===== config.mk =====
export PLATFORM = sky130hd
export DESIGN_NAME = memory_arbiter
export DESIGN_NICKNAME = d
export VERILOG_FILES = /design/src/rtl/memory_arbiter.sv
export SDC_FILE = /design/constraint.sdc
export NUM_CORES = 1
export LEC_CHECK = 0
export BUFFER_PORTS_ARGS = -buffer_cell sky130_fd_sc_hd__buf_4
export CORE_AREA = 2 2 78 80
export CTS_BUF_LIST = sky130_fd_sc_hd__clkbuf_8 sky130_fd_sc_hd__clkbuf_16
export DETAILED_ROUTE_END_ITERATION = 7
export DIE_AREA = 0 0 80 82
export GPL_TIMING_DRIVEN = 0
export PLACE_DENSITY = 0.79
export SLEW_MARGIN = 20
export SYNTH_ARGS = -nofsm -noshare
export SYNTH_HDL_FRONTEND = slang
export SYNTH_SLANG_ARGS = --single-unit

===== constraint.sdc =====
create_clock -name Clk -period 2.05 [get_ports Clk]
set_input_delay 0.3075 -clock Clk [delete_from_list [all_inputs] [get_ports Clk]]
set_output_delay 0.3075 -clock Clk [all_outputs]
set_load 0.005 [all_outputs]

===== src/rtl/memory_arbiter.sv =====
// Round-robin arbiter sharing one synchronous-read memory between an instruction-fetch
// port and a data load/store port; every transaction takes IDLE -> ACCESS -> CAPTURE.
module memory_arbiter #(
    parameter int Data_WIDTH    = 16,
    parameter int Address_WIDTH = 8
) (
    input  logic                     Clk,
    input  logic                     Reset,
    input  logic                     Fetch_Req,
    input  logic [Address_WIDTH-1:0] Fetch_Addr,
    output logic                     Fetch_Ack,
    output logic [Data_WIDTH-1:0]    Fetch_Data,
    output logic                     Fetch_Valid,
    input  logic                     Data_Req,
    input  logic                     Data_We,
    input  logic [Address_WIDTH-1:0] Data_Addr,
    input  logic [Data_WIDTH-1:0]    Data_WData,
    output logic                     Data_Ack,
    output logic [Data_WIDTH-1:0]    Data_RData,
    output logic                     Data_Valid,
    output logic [Address_WIDTH-1:0] Mem_Address,
    output logic [Data_WIDTH-1:0]    Mem_DIn,
    output logic                     Mem_Write_EN,
    input  logic [Data_WIDTH-1:0]    Mem_DOut
);

    typedef enum logic [1:0] {
        S_IDLE    = 2'd0,
        S_ACCESS  = 2'd1,
        S_CAPTURE = 2'd2
    } state_t;

    state_t r_state;
    logic   r_last_data;   // last grant went to the data port; also the in-flight owner
    logic   r_is_write;
    logic   w_any_req;
    logic   w_grant_data;

    // Grant decision: a lone requester wins, a tie goes to the port not served last
    always_comb begin
        w_any_req    = Fetch_Req | Data_Req;
        w_grant_data = Data_Req & (~Fetch_Req | ~r_last_data);
    end

    // Transaction sequencer with all memory-side and requester-side outputs registered
    always_ff @(posedge Clk) begin
        if (Reset) begin
            r_state      <= S_IDLE;
            r_last_data  <= 1'b0;
            r_is_write   <= 1'b0;
            Mem_Address  <= {Address_WIDTH{1'b0}};
            Mem_DIn      <= {Data_WIDTH{1'b0}};
            Mem_Write_EN <= 1'b1;
            Fetch_Ack    <= 1'b0;
            Data_Ack     <= 1'b0;
            Fetch_Valid  <= 1'b0;
            Data_Valid   <= 1'b0;
            Fetch_Data   <= {Data_WIDTH{1'b0}};
            Data_RData   <= {Data_WIDTH{1'b0}};
        end else begin
            Fetch_Ack    <= 1'b0;
            Data_Ack     <= 1'b0;
            Fetch_Valid  <= 1'b0;
            Data_Valid   <= 1'b0;
            Mem_Write_EN <= 1'b1;
            case (r_state)
                S_IDLE: begin
                    if (w_any_req) begin
                        r_state     <= S_ACCESS;
                        r_last_data <= w_grant_data;
                        r_is_write  <= w_grant_data & Data_We;
                        if (w_grant_data) begin
                            Mem_Address <= Data_Addr;
                            Data_Ack    <= 1'b1;
                            if (Data_We) begin
                                Mem_DIn      <= Data_WData;
                                Mem_Write_EN <= 1'b0;
                            end else begin
                                Mem_DIn <= Mem_DIn;
                            end
                        end else begin
                            Mem_Address <= Fetch_Addr;
                            Fetch_Ack   <= 1'b1;
                        end
                    end else begin
                        r_state <= S_IDLE;
                    end
                end
                S_ACCESS: begin
                    r_state <= S_CAPTURE;
                end
                S_CAPTURE: begin
                    r_state <= S_IDLE;
                    // Writes report completion only; the read-data register keeps its word
                    if (r_is_write) begin
                        Data_Valid <= 1'b1;
                    end else if (r_last_data) begin
                        Data_RData <= Mem_DOut;
                        Data_Valid <= 1'b1;
                    end else begin
                        Fetch_Data  <= Mem_DOut;
                        Fetch_Valid <= 1'b1;
                    end
                end
                default: begin
                    r_state <= S_IDLE;
                end
            endcase
        end
    end

endmodule


---- Yosys cells after proc, flatten, opt, wreduce, memory -nomap -nowiden ----
Cells that the tools add are included.
W data, S select, Z words.
storage, ports and cells
  bits in registers ....................... 65
  input bits .............................. 53
operators by class
  eq/ne operators ......................... 2
  muxes and demuxes ....................... 9
  bitwise logic cells ..................... 11
  reductions and logical operators ........ 9
operators by type and width
  cell                  number
  $mux W8               1
  $mux W1               7
  $not A1 Y1            7
  $reduce_and A3 Y1     2
  $reduce_or A3 Y1      2
  $pmux W2 S2           1
  $reduce_and A4 Y1     1
  $reduce_or A4 Y1      1
  $and A1 B1 Y1         2
  $eq A2 B1 Y1 const B  1
  $eq A2 B2 Y1 const B  1
  $logic_not A2 Y1      1
  $or A1 B1 Y1          2
  $reduce_and A2 Y1     1
  $reduce_or A2 Y1      1

---- Depth between registers and ports, before layout ----
  depth in word-level cells ............... 5
  gate-level depth with buffers ........... 6
  depth with buffers taken out ............ 3

---- Worst setup path before layout ----
Ideal clock, no wire load.
  kind .................................... reg-to-reg
  start point ............................. register r_last_data
  end point ............................... register Mem_DIn[10]
  arrival ................................. 1387 ps
  required time ........................... 1978 ps
  path slack .............................. 592 ps
  cell stages (with the launch flop) ...... 7
  path buffers ............................ 3
  path through ............................ dfxtp_1 a21bo_1 buf_6 nor4b_4 buf_6 buf_12 mux2i_1
on the way
  word-level cells in the longest chain between the ends .. 4
ends and longest elaborated chain
  what                         line  source
  start: declaration           34    logic r_last_data;
  start signal: assignment     70    r_last_data <= w_grant_data;
  $not A1 Y1 (no line)         n/a
  $or A1 B1 Y1                 42    w_grant_data = Data_Req & (~Fetch_Req | ~r_last_data);
  $and A1 B1 Y1                42
  $reduce_and A4 Y1 (no line)  n/a
  end signal: assignment       52    Mem_DIn <= {Data_WIDTH{1'b0}};
  end signal: assignment       76    Mem_DIn <= Data_WData;
  end signal: assignment       79    Mem_DIn <= Mem_DIn;
  end: declaration             22    output logic [Data_WIDTH-1:0] Mem_DIn,
Every way passes these cells.
A chain may end at the register's enable or synchronous reset.

---- Worst setup path after layout ----
  start point ............................. register r_last_data
  end point ............................... register Mem_DIn[11]
The elaborated chain is that of the path after synthesis.

==> metrics.csv <==
stage,metric,value,unit
outcome,status,"finished, final reports clean",
yosys,yosys.area_share.simple,0.257,
critical_path,slowest_stage,dfxtp_1,
clocking,clock_sinks,65,
global_routing,grt_max_degree,12,
critical_path,path_class,reg2reg,
critical_path,crit_required,2310,ps
power_and_ir_drop,pwr-share-clk,0.374,
power_and_ir_drop,fin_total_pwr,2.74,mW
die,std_cell_rows,28,
yosys,synth_top_family_by_area,simple AND/OR/NAND/NOR gates,
power_and_ir_drop,seqPwrFrac,0.498,
yosys,synth.cell_area,0.00253,mm²
die,dieArea,0.00656,mm²
yosys,muxShareOfSynthArea,0.0634,
sta,rsz0062_at_grt,false,
detailed_routing,route.vias.total,2284,
global_routing,grt_pass1_vias,2076,
die,core_area,0.00575,mm²
hold_path,hp-class,in2reg,
clocking,cts_buffer_depth,2,
yosys,yosys_warnings,0,
power_and_ir_drop,switchingPower,661,µW
global_routing,grt.total_usage,0.185,
clocking,cts_tree,yes,
final_layout,diodes,0,
placed_design,place_congestion,0.694,
critical_path,cp.arrival,1890,ps
clocking,clock_latency,330,ps
die,die_h,82,µm
yosys,synth_seq_area_share,0.515,
power_and_ir_drop,power_density,749,mW/mm²
yosys,ys_ff_latch,65,
detailed_routing,drcViolationCount,0,
sta,max_slew_margin,0.468,
power_and_ir_drop,combPwrFrac,0.128,
sta,fin_crit,1630,ps
clocking,hold_buffers,0,
yosys,synth_top_area_cell,dfxtp_1,
critical_path,r2r_end,Mem_DIn[11]$_SDFFE_PP0P_,
detailed_routing,drt_iter0_markers,35,
yosys,synthTopCellsByArea,"dfxtp_1 (52%), nand2_1 (9.7%), nand2b_1 (7.9%)",
sta,worst-slew-pin-transition,798,ps
hold_path,min_from,Data_We,
yosys,synthXorXnorAreaFrac,0,
placed_design,port_buffers,113,
sta,hold_viol,0,
critical_path,rrSetupSlack,420,ps
die,initial_core_util,0.440,
detailed_routing,via_per_inst,4.81,
sta,max_freq,614,MHz
critical_path,end_kind,flip-flop,
final_layout,num-nets-final,449,
yosys,yosysUniqueCellTypes,29,
clocking,numCtsBuffers,9,
yosys,syn_inst,272,
sta,setup_tns,0,ps
die,die_width,80,µm
hold_path,holdPathEnd,Mem_Write_EN$_SDFF_PP1_,
clocking,h-tree-depth,3,
critical_path,crit_chain,a21bo_1 > buf_6 > nor4b_4 > buf_6 > buf_12 > mux2i_1,
yosys,synth_compound_area_frac,0.107,
detailed_routing,drtAntennaViolNets,0,
detailed_routing,routed_wl,6000,µm
sta,finalSetupViolations,0,
clocking,cts_root_buffer,clkbuf_8,
critical_path,critPathTopFamily,buffers and inverters,
yosys,syn_avg_cell_area,9.29,µm²
yosys,syn-num-nets,325,
clocking,cts.repair.resized,0,
yosys,synthAdderAreaFrac,0,
critical_path,reg2reg_depth,6,
placed_design,dpl.hpwl,4460,µm
critical_path,cp_num_buf_inv,3,
clocking,clkTransAtPathRegs,70,ps
final_layout,areaGrowthSynthToFinish,44.6,%
critical_path,critPathLaunchType,flip-flop,
power_and_ir_drop,swShare,0.241,
critical_path,path_max_fanout,10,
die,num_io_pins,114,
critical_path,worstReg2RegStart,r_last_data$_SDFFE_PP0N_,
sta,min_period_over_period,0.795,
power_and_ir_drop,p_leak,1.58,nW
clocking,post_cts_buffers,0,
critical_path,path_common_cell,buf_6,
global_routing,antenna_found_initial,0,
detailed_routing,wl_per_cell,12.6,µm
sta,skew,11.5,ps
sta,hold_slack,152,ps
global_routing,grt_pass1_wl,9490,µm
global_routing,grt_overflow,0,
final_layout,drive_gt1_frac,0.360,
critical_path,critPathMaxStageDelay,400,ps
detailed_routing,firstDrtPassIters,4,
yosys,yosysTopAreaCellShare,0.515,
hold_path,hold_depth,2,
job,drv_cap,0,
sta,slew_violations,0,
power_and_ir_drop,ir_drop,0.390,mV
power_and_ir_drop,internal_power,2.08,mW
stage by stage:
stage	setup slack (ps)	std cells	util	area, µm²
detailed placement	343	460	0.604	3470
global placement	350	460	0.604	3470
CTS	413	475	0.636	3650
floorplan	592	272	-	2530
global route	294	475	0.636	3650
finish	421	475	0.636	3650
power groups by stage:
stage,clock network [mW],logic (mW),registers [mW]
4_1_cts,1.04,0.356,1.36
2_1_floorplan,0,0.159,1.39
6_report,1.02,0.351,1.36
5_1_grt,1.11,0.385,1.37
3_3_place_gp,0,0.348,1.39
3_5_place_dp,0,0.356,1.39
layout by cell type (no fill, tap or decap), drive strengths merged, types with 8 or more instances in the layout:
cell type / synthesis / final
a21oi: 33 / 33
a221o: 8 / 8
buf: 9 / 122
clkbuf: 9 / 18
dfxtp: 65 / 65
inv: 8 / 9
mux2i: 16 / 16
nand2: 65 / 65
nand2b: 32 / 32
nor3: 8 / 8
registers in the layout (all words and copies together) (netlist names):
name          cells
r_state           2
Fetch_Data       16
Mem_Write_EN      1
Data_Ack          1
Fetch_Ack         1
Mem_Address       8
Data_RData       16
Mem_DIn          16
r_is_write        1
Data_Valid        1
Fetch_Valid       1
r_last_data       1
kinds of logic (layout without fill, tap and decap cells):
logic type / Yosys count / in the layout
DFF: 65 / 65
buffers and inverters: 26 / 154
and+or+nand+nor: 121 / 121
AOI/OAI and AO/OA: 44 / 44
muxes: 16 / 16
cell usage after synthesis, drive strengths merged:
master and count:
or3 1, a221o 8, buf 9, a22o 1
or2 1, dfxtp 65, nor2b 1, nor3b 2
nor3 8, mux2i 16, a21oi 33, a21bo 1
nand4bb 1, clkbuf 9, and4bb 1, nor2 4
and2b 1, nor4b 3, a21o 1, nand2b 32
or4b 1, nand2 65, inv 8
cell type report:
cell class,instances,area [µm²]
clock buffers,9,124
fillers,508,2090
flip-flops and latches,65,1300
well taps,75,93.8
clock inverters,6,61.3
inverters,8,30.0
repair buffers,113,848
plain buffers,18,114
multi-input cells,181,1080
worst max-delay path by stage:
stage                             start                          end  slack, ps  depth (start not counted)
6_report       r_last_data$_SDFFE_PP0N_     Mem_DIn[11]$_SDFFE_PP0P_        420                          6
3_5_place_dp                   Data_Req  Mem_Address[0]$_SDFFE_PP0N_        340                          4
3_3_place_gp                   Data_Req  Mem_Address[5]$_SDFFE_PP0N_        350                          4
5_1_grt        r_last_data$_SDFFE_PP0N_     Mem_DIn[13]$_SDFFE_PP0P_        290                          6
4_1_cts        r_last_data$_SDFFE_PP0N_     Mem_DIn[11]$_SDFFE_PP0P_        410                          6
2_1_floorplan  r_last_data$_SDFFE_PP0N_     Mem_DIn[10]$_SDFFE_PP0P_        590                          6
layer usage:
layer / vias up / part of all wire / GRT usage
met5: - / 0 / 0
met4: 0 / 0.0058 / 0.0576
met3: 5 / 0.090 / 0.0648
met2: 93 / 0.47 / 0.299
met1: 1038 / 0.44 / 0.232
li1: 1148 / - / -
No activity file was read; power rests on OpenSTA's default activity.
